`src/rtl/fishingrod_host_if.sv`:
```
// fishingrod_host_if
// Host-side framing stage for the Fishingrod core: collects key and plaintext
// words MSB first, fires a one-cycle start, waits for the core's done flag and
// streams the captured ciphertext back out one word at a time.
// Optional feature macro: FISHINGROD_HOST_KEYREUSE_EN adds the keep_key port,
// which lets a frame reuse the previously loaded key.
module fishingrod_host_if #(
    parameter int BLOCK_W = 64,
    parameter int KEY_W   = 128,
    parameter int BUS_W   = 16
) (
    input  logic               ck,
    input  logic               rst,
    input  logic               in_valid,
    output logic               in_ready,
    input  logic [BUS_W-1:0]   in_data,
    output logic               out_valid,
    input  logic               out_ready,
    output logic [BUS_W-1:0]   out_data,
    output logic               start,
    input  logic               core_ready,
    output logic [KEY_W-1:0]   core_key,
    output logic [BLOCK_W-1:0] core_din,
    input  logic [BLOCK_W-1:0] core_dout,
`ifdef FISHINGROD_HOST_KEYREUSE_EN
    input  logic               keep_key,
`endif
    output logic               busy
);

    localparam int KEY_WORDS  = KEY_W / BUS_W;
    localparam int DATA_WORDS = BLOCK_W / BUS_W;
    localparam int MAX_WORDS  = (KEY_WORDS > DATA_WORDS) ? KEY_WORDS : DATA_WORDS;
    localparam int CNT_W      = $clog2(MAX_WORDS) + 1;

    // The IDLE beat already holds key word 0, so LOAD_KEY ends one word early.
    localparam logic [CNT_W-1:0] KEY_LAST      = CNT_W'((KEY_WORDS > 1) ? KEY_WORDS - 2 : 0);
    localparam logic [CNT_W-1:0] DATA_LAST     = CNT_W'(DATA_WORDS - 1);
    // Data phase entered with data word 0 already taken (key reuse).
    localparam logic [CNT_W-1:0] DATA_LAST_PRE = CNT_W'((DATA_WORDS > 1) ? DATA_WORDS - 2 : 0);

    typedef enum logic [2:0] {
        S_IDLE,
        S_LOAD_KEY,
        S_LOAD_DATA,
        S_START,
        S_RUN,
        S_DRAIN
    } state_t;

    state_t             state_q, state_d;
    logic [CNT_W-1:0]   cnt_q, cnt_d;
    logic               in_ready_q, in_ready_d;
    logic [KEY_W-1:0]   key_q, key_d;
    logic [BLOCK_W-1:0] din_q, din_d;
    logic [BLOCK_W-1:0] out_q, out_d;
    logic               data_pre_q, data_pre_d;
    logic               beat;
    logic               reuse_req;

    assign beat = in_valid && in_ready_q;

`ifdef FISHINGROD_HOST_KEYREUSE_EN
    logic key_loaded_q, key_loaded_d;

    // Remember that some frame has completed loading since reset, so a key exists to reuse.
    always_comb begin
        key_loaded_d = key_loaded_q | (state_d == S_START);
        reuse_req    = keep_key && key_loaded_q;
    end

    // Key-valid flag register.
    always_ff @(posedge ck or posedge rst) begin
        if (rst) begin
            key_loaded_q <= 1'b0;
        end else begin
            key_loaded_q <= key_loaded_d;
        end
    end
`else
    assign reuse_req = 1'b0;
`endif

    // Next-state, counter and shadow-register updates for the framing sequence.
    always_comb begin
        state_d    = state_q;
        cnt_d      = cnt_q;
        key_d      = key_q;
        din_d      = din_q;
        out_d      = out_q;
        data_pre_d = data_pre_q;
        case (state_q)
            S_IDLE: begin
                if (beat) begin
                    cnt_d = '0;
                    if (reuse_req) begin
                        din_d = (din_q << BUS_W) | BLOCK_W'(in_data);
                        if (DATA_WORDS == 1) begin
                            state_d    = S_START;
                            data_pre_d = 1'b0;
                        end else begin
                            state_d    = S_LOAD_DATA;
                            data_pre_d = 1'b1;
                        end
                    end else begin
                        key_d      = (key_q << BUS_W) | KEY_W'(in_data);
                        data_pre_d = 1'b0;
                        state_d    = (KEY_WORDS == 1) ? S_LOAD_DATA : S_LOAD_KEY;
                    end
                end
            end
            S_LOAD_KEY: begin
                if (beat) begin
                    key_d = (key_q << BUS_W) | KEY_W'(in_data);
                    if (cnt_q == KEY_LAST) begin
                        state_d = S_LOAD_DATA;
                        cnt_d   = '0;
                    end else begin
                        cnt_d = cnt_q + CNT_W'(1);
                    end
                end
            end
            S_LOAD_DATA: begin
                if (beat) begin
                    din_d = (din_q << BUS_W) | BLOCK_W'(in_data);
                    if (cnt_q == (data_pre_q ? DATA_LAST_PRE : DATA_LAST)) begin
                        state_d = S_START;
                        cnt_d   = '0;
                    end else begin
                        cnt_d = cnt_q + CNT_W'(1);
                    end
                end
            end
            S_START: begin
                state_d = S_RUN;
                cnt_d   = '0;
            end
            S_RUN: begin
                // First RUN cycle ignores core_ready: it may still be the previous done flag.
                if (cnt_q == '0) begin
                    cnt_d = CNT_W'(1);
                end else if (core_ready) begin
                    out_d   = core_dout;
                    state_d = S_DRAIN;
                    cnt_d   = '0;
                end
            end
            S_DRAIN: begin
                if (out_ready) begin
                    out_d = out_q << BUS_W;
                    if (cnt_q == DATA_LAST) begin
                        state_d = S_IDLE;
                        cnt_d   = '0;
                    end else begin
                        cnt_d = cnt_q + CNT_W'(1);
                    end
                end
            end
            default: begin
                state_d = S_IDLE;
                cnt_d   = '0;
            end
        endcase
        in_ready_d = (state_d == S_IDLE) || (state_d == S_LOAD_KEY) || (state_d == S_LOAD_DATA);
    end

    // State and datapath registers; reset aborts any frame in flight.
    always_ff @(posedge ck or posedge rst) begin
        if (rst) begin
            state_q    <= S_IDLE;
            cnt_q      <= '0;
            in_ready_q <= 1'b0;
            key_q      <= '0;
            din_q      <= '0;
            out_q      <= '0;
            data_pre_q <= 1'b0;
        end else begin
            state_q    <= state_d;
            cnt_q      <= cnt_d;
            in_ready_q <= in_ready_d;
            key_q      <= key_d;
            din_q      <= din_d;
            out_q      <= out_d;
            data_pre_q <= data_pre_d;
        end
    end

    assign in_ready  = in_ready_q;
    assign busy      = (state_q != S_IDLE);
    assign start     = (state_q == S_START);
    assign out_valid = (state_q == S_DRAIN);
    assign out_data  = out_q[BLOCK_W-1 -: BUS_W];
    assign core_key  = key_q;
    assign core_din  = din_q;

endmodule

```
`config.mk`:
```
export PLATFORM = sky130hd
export DESIGN_NAME = fishingrod_host_if
export DESIGN_NICKNAME = d
export VERILOG_FILES = /design/src/rtl/fishingrod_host_if.sv
export SDC_FILE = /design/constraint.sdc
export NUM_CORES = 1
export LEC_CHECK = 0
export ABC_AREA = 1
export CAP_MARGIN = 0
export CORE_MARGIN = 5
export CORE_UTILIZATION = 45
export CTS_BUF_LIST = sky130_fd_sc_hd__clkbuf_8
export CTS_CLUSTER_SIZE = 20
export DETAILED_ROUTE_END_ITERATION = 16
export PLACE_DENSITY = 0.75
export SYNTH_ARGS = -nofsm -noshare
export SYNTH_HDL_FRONTEND = slang
export SYNTH_SLANG_ARGS = --single-unit
```
`constraint.sdc`:
```
create_clock -name ck -period 12.6 [get_ports ck]
set_input_delay 2.52 -clock ck [delete_from_list [all_inputs] [get_ports ck]]
set_output_delay 2.52 -clock ck [all_outputs]
set_load 0.05 [all_outputs]
```
# Yosys cells after proc, flatten, opt, wreduce, memory -nomap -nowiden
# Index checks and enable logic that the tools add are counted.
# op_classes
addsub	1
eq_ne	16
n_mux	23
n_bitwise	2
n_reduce_logical	13
# ops
cell	count
two-way mux 64 bit	3
OR 128 x 16 -> 128 bit	1
case mux 64 bit (2 select lines)	1
OR 64 x 16 -> 64 bit	1
two-way mux 4 bit	8
two-way mux 3 bit	9
case mux 4 bit (5 select lines)	1
case mux 3 bit (6 select lines)	1
inequality test 2 bit, second input constant	5
== test 3 x 2 -> 1 bit, second input constant	3
== test 3 x 1 -> 1 bit, second input constant	2
== test 3 bit, second input constant	2
zero test 3 bit	2
AND reduction 5 bit	1
adder 4 x 1 -> 4 bit, second input constant	1
== test 4 x 2 -> 1 bit, second input constant	1
== test 4 x 3 -> 1 bit, second input constant	1
zero test 4 bit	1
AND reduction 2 bit	2
AND reduction 4 bit	1
inequality test 3 bit, second input constant	1
nonzero test 3 bit	1
logical OR 1 bit	2
inequality test 2 x 1 -> 1 bit, second input constant	1
other kinds (3)	3
# word_totals
ff_bits	264

# Longest topological paths before layout
# depth
ltp_word	7
depth_mapped	9
depth_no_buf	9

# Worst setup path before layout
# OpenSTA, ideal clock, no wires.
# synth_path
path_type	register -> output
from	register state_q[2]
to	output port start
arrival_ns	1.173
path_slack_ns	8.907
path_stages_with_launch	3
path_buffers	1
cell_sequence	dfrtp_1 buf_4 nor2_1
# synth_between
elab_chain_cells	1
# synth_rtl
item	line	source
start: declaration	51	state_t state_q, state_d;
start signal: assignment	178	state_q <= state_d;
== test 3 x 2 -> 1 bit	190	assign start = (state_q == S_START);
end: declaration	20	output logic start,
# No other way between the ends.

# Worst setup path after layout
# layout_path
from	register state_q[1]
to	output port out_valid
# layout_between
elab_chain_cells	1
# layout_rtl
item	line	source
== test 3 bit	191	assign out_valid = (state_q == S_DRAIN);
end: declaration	17	output logic out_valid,
# No other way between the ends.

==> flow_summary.toml <==
[synth]
synthArstFlopShare_pct = 100
synth.avg_cell_area_um2 = 8.83
ys_ff_latch = 264
synth.distinct_cells = 27
yosys.area.top_type = "dfrtp_1"
syn_area_um2 = 11100
synth_flop_cell = "dfrtp_1"
ys_top_cells_by_count = "446 x nand2_1, 264 x dfrtp_1, 96 x o21ai_0"
yosys_warnings = 0
yosys.area.top_type_share_pct = 59.6
seq_area_frac_synth_pct = 59.6
synth.area.top_cells = "dfrtp_1 60%, nand2_1 15%, o21ai_0 4.3%"
synthCells = 1256
syn-num-nets = 1344
synth_most_common_cell = "nand2_1"
synth_edf_count = 0

[place]
io_buffers = 296
dp_slack_ps = 7390
gp_congestion = 0.842
place_hpwl_mm = 21.3

[timing]
rsz0062_at_grt = "no"
hold_viol = 0
finClkSkew_ps = 31.8
setup_viol = 0
fin_tns_setup_ps = 0
fin_ws_ps = 7810
min_period_ps = 4790
worst_pin_slew_ps = 1210
max_freq_mhz = 209
slew-limit-headroom_pct = 19.3
maxSlewViolCount = 0
fin_crit_sh_pct = 38.0

[clock_network]
worst_skew_pair.late_latency_ps = 550
post_cts.repair.setup_buffers = 0
tritoncts = "done"
postCtsHoldBufs = 0
cts_buffer_depth = 3
numCtsBuffers = 44
cts.sinks = 264
clk_pin_slew_ps = 60
cts_resized = 0
htreeDepth = 2
clockRootBuffer = "clkbuf_8"

[floorplanning]
core_um2 = 24300
io_pins = 297
die-area_um2 = 27900
initial_utilization_pct = 45.6
die_h_um = 167
row_count = 57
die_x_um = 167

[critical_path]
critPathMaxStageDelay_ps = 880
cp_cell_sequence = "inv_2 -> nand2_1 -> nor2_4 -> clkdlybuf4s50_1"
cpLargestDelayFamily = "buffers and inverters"
r2r_start = "cnt_q[0]$_DFFE_PP0P_"
cp.depth = 4
critPathMaxFanout = 5
r2r-end = "out_q[56]$_DFFE_PP0P_"
crit_buf_inv = 2
reg2regPathDepth = 9
worst_setup_path_start_kind = "register"
crit_path_start = "state_q[1]$_DFF_PP0_"
ff2ff_setup_slack_ps = 9650
endpoint_kind = "output pin"
crit_path_end = "out_valid"
crit_type = "reg -> out"
critPathArrivalTime_ps = 2270
worstPathRequired_ps = 10080
critical-path-slowest-cell = "clkdlybuf4s50_1"

[global_routing]
overflow = 0
grt_pass1_wl_mm = 49.9
grtUsageTotal_pct = 22.0
antenna_found_initial = 0
grt_max_degree = 140
first_global_vias = 9176

[detailed_routing]
first_pass_iters = 5
wl_per_cell_um = 16.7
routed_wl_mm = 31.4
viasPerCell = 4.89
first_iter_violations = 812
routed-via-count = 9180
drc = 0
ant_nets = 0

[pwr]
p_leak_nw = 7.48
power.density_nw_per_um2 = 291
ir_worst_vdd_mv = 0.219

[cells_and_area]
layout.nets = 1605
n_fill_cell = 2056
drive_gt1_share_pct = 7.22
syn_to_final_growth_pct = 35.0
antenna_cells = 0

[run_status]
status = "finished clean"

[hold_path]
hp-class = "reg -> reg"

[job]
drv_cap = 0
## worst register-to-register path: stages, from the launching register on
cell	delay, ps
dfrtp_1	440
inv_1	110
ha_1	200
nand2_1	110
inv_2	70
o21ai_4	100
buf_4	550
nand2_2	910
nand2_1	290
nand2_1	70
## report_power, final
group | total [mW] | switching [mW] | internal [mW] | leakage, nW
combinational | 2.11 | 1.46 | 0.651 | 3.73
sequential | 1.45 | 0.257 | 1.19 | 3.22
clock | 0.793 | 0.350 | 0.443 | 0.532
## layout by cell type (no fill, tap or decap), types with 2 or more instances in the layout
cell,synthesis,layout
mux2_2,16,16
nor2_1,71,71
nand3b_1,17,17
dfrtp_1,264,264
ha_1,3,3
inv_1,90,98
a21oi_1,66,65
nand2_2,3,2
o21ai_1,5,5
clkbuf_8,0,59
o21ai_0,96,96
inv_2,6,6
nand3_1,75,75
clkinv_2,0,9
buf_4,20,7
clkdlybuf4s50_1,0,296
nor2_4,1,2
inv_8,0,2
nand2_1,446,446
## registers in the layout, summed over array words and instances (netlist names)
register  count
core_key    128
cnt_q         4
state_q       3
out_q        64
core_din     64
in_ready      1
## stage by stage
step	area (µm²)	hold WS, ps	cells	power, mW	utilization, %
floorplan	11100	442	1256	2.82	-
global placement	14000	452	1795	3.54	57.7
detailed placement	14000	458	1795	3.57	57.7
CTS	15000	473	1876	4.39	61.6
global route	15000	489	1876	4.58	61.6
finish	15000	470	1876	4.35	61.6
## routing by layer
layer / global-route usage, % / wire length [µm] / up-vias
met5: 0 / 0 / -
li1: - / - / 4462
met3: 9.74 / 3320 / 47
met1: 26.3 / 12400 / 4362
met4: 5.91 / 659 / 0
met2: 36.6 / 15100 / 309
## worst min-delay path by stage
stage | startpoint | to | slack [ps] | depth (start not counted)
2_1_floorplan | out_q[0]$_DFFE_PP0P_ | out_q[0]$_DFFE_PP0P_ | 440 | 2
3_3_place_gp | out_q[53]$_DFFE_PP0P_ | out_q[53]$_DFFE_PP0P_ | 450 | 2
3_5_place_dp | out_q[54]$_DFFE_PP0P_ | out_q[54]$_DFFE_PP0P_ | 460 | 2
4_1_cts | out_q[58]$_DFFE_PP0P_ | out_q[58]$_DFFE_PP0P_ | 470 | 2
5_1_grt | out_q[55]$_DFFE_PP0P_ | out_q[55]$_DFFE_PP0P_ | 490 | 2
6_report | out_q[54]$_DFFE_PP0P_ | out_q[54]$_DFFE_PP0P_ | 470 | 2
## final cells by class
| class | instances | area [µm²] | share of cell area (%) |
|---|---|---|---|
| Tap cell | 324 | 405 | 2.71 |
| Timing Repair Buffer | 303 | 3020 | 20.1 |
| Clock buffer | 59 | 812 | 5.42 |
| Clock inverter | 22 | 136 | 0.911 |
| Inverter | 96 | 368 | 2.46 |
| Sequential cell | 264 | 6610 | 44.1 |
| Multi-Input combinational cell | 808 | 3630 | 24.2 |
## logic make-up after synthesis
family          count (synthesis)  synth area share, %
compound gates                170                 7.76
xor+xnor                        1               0.0790
fa+ha+maj                       3                0.338
buf+inv                       184                 8.04
flops                         264                 59.6
mux                            16                 1.62
simple gates                  618                 22.6
No activity file was read; power rests on OpenSTA's default activity.
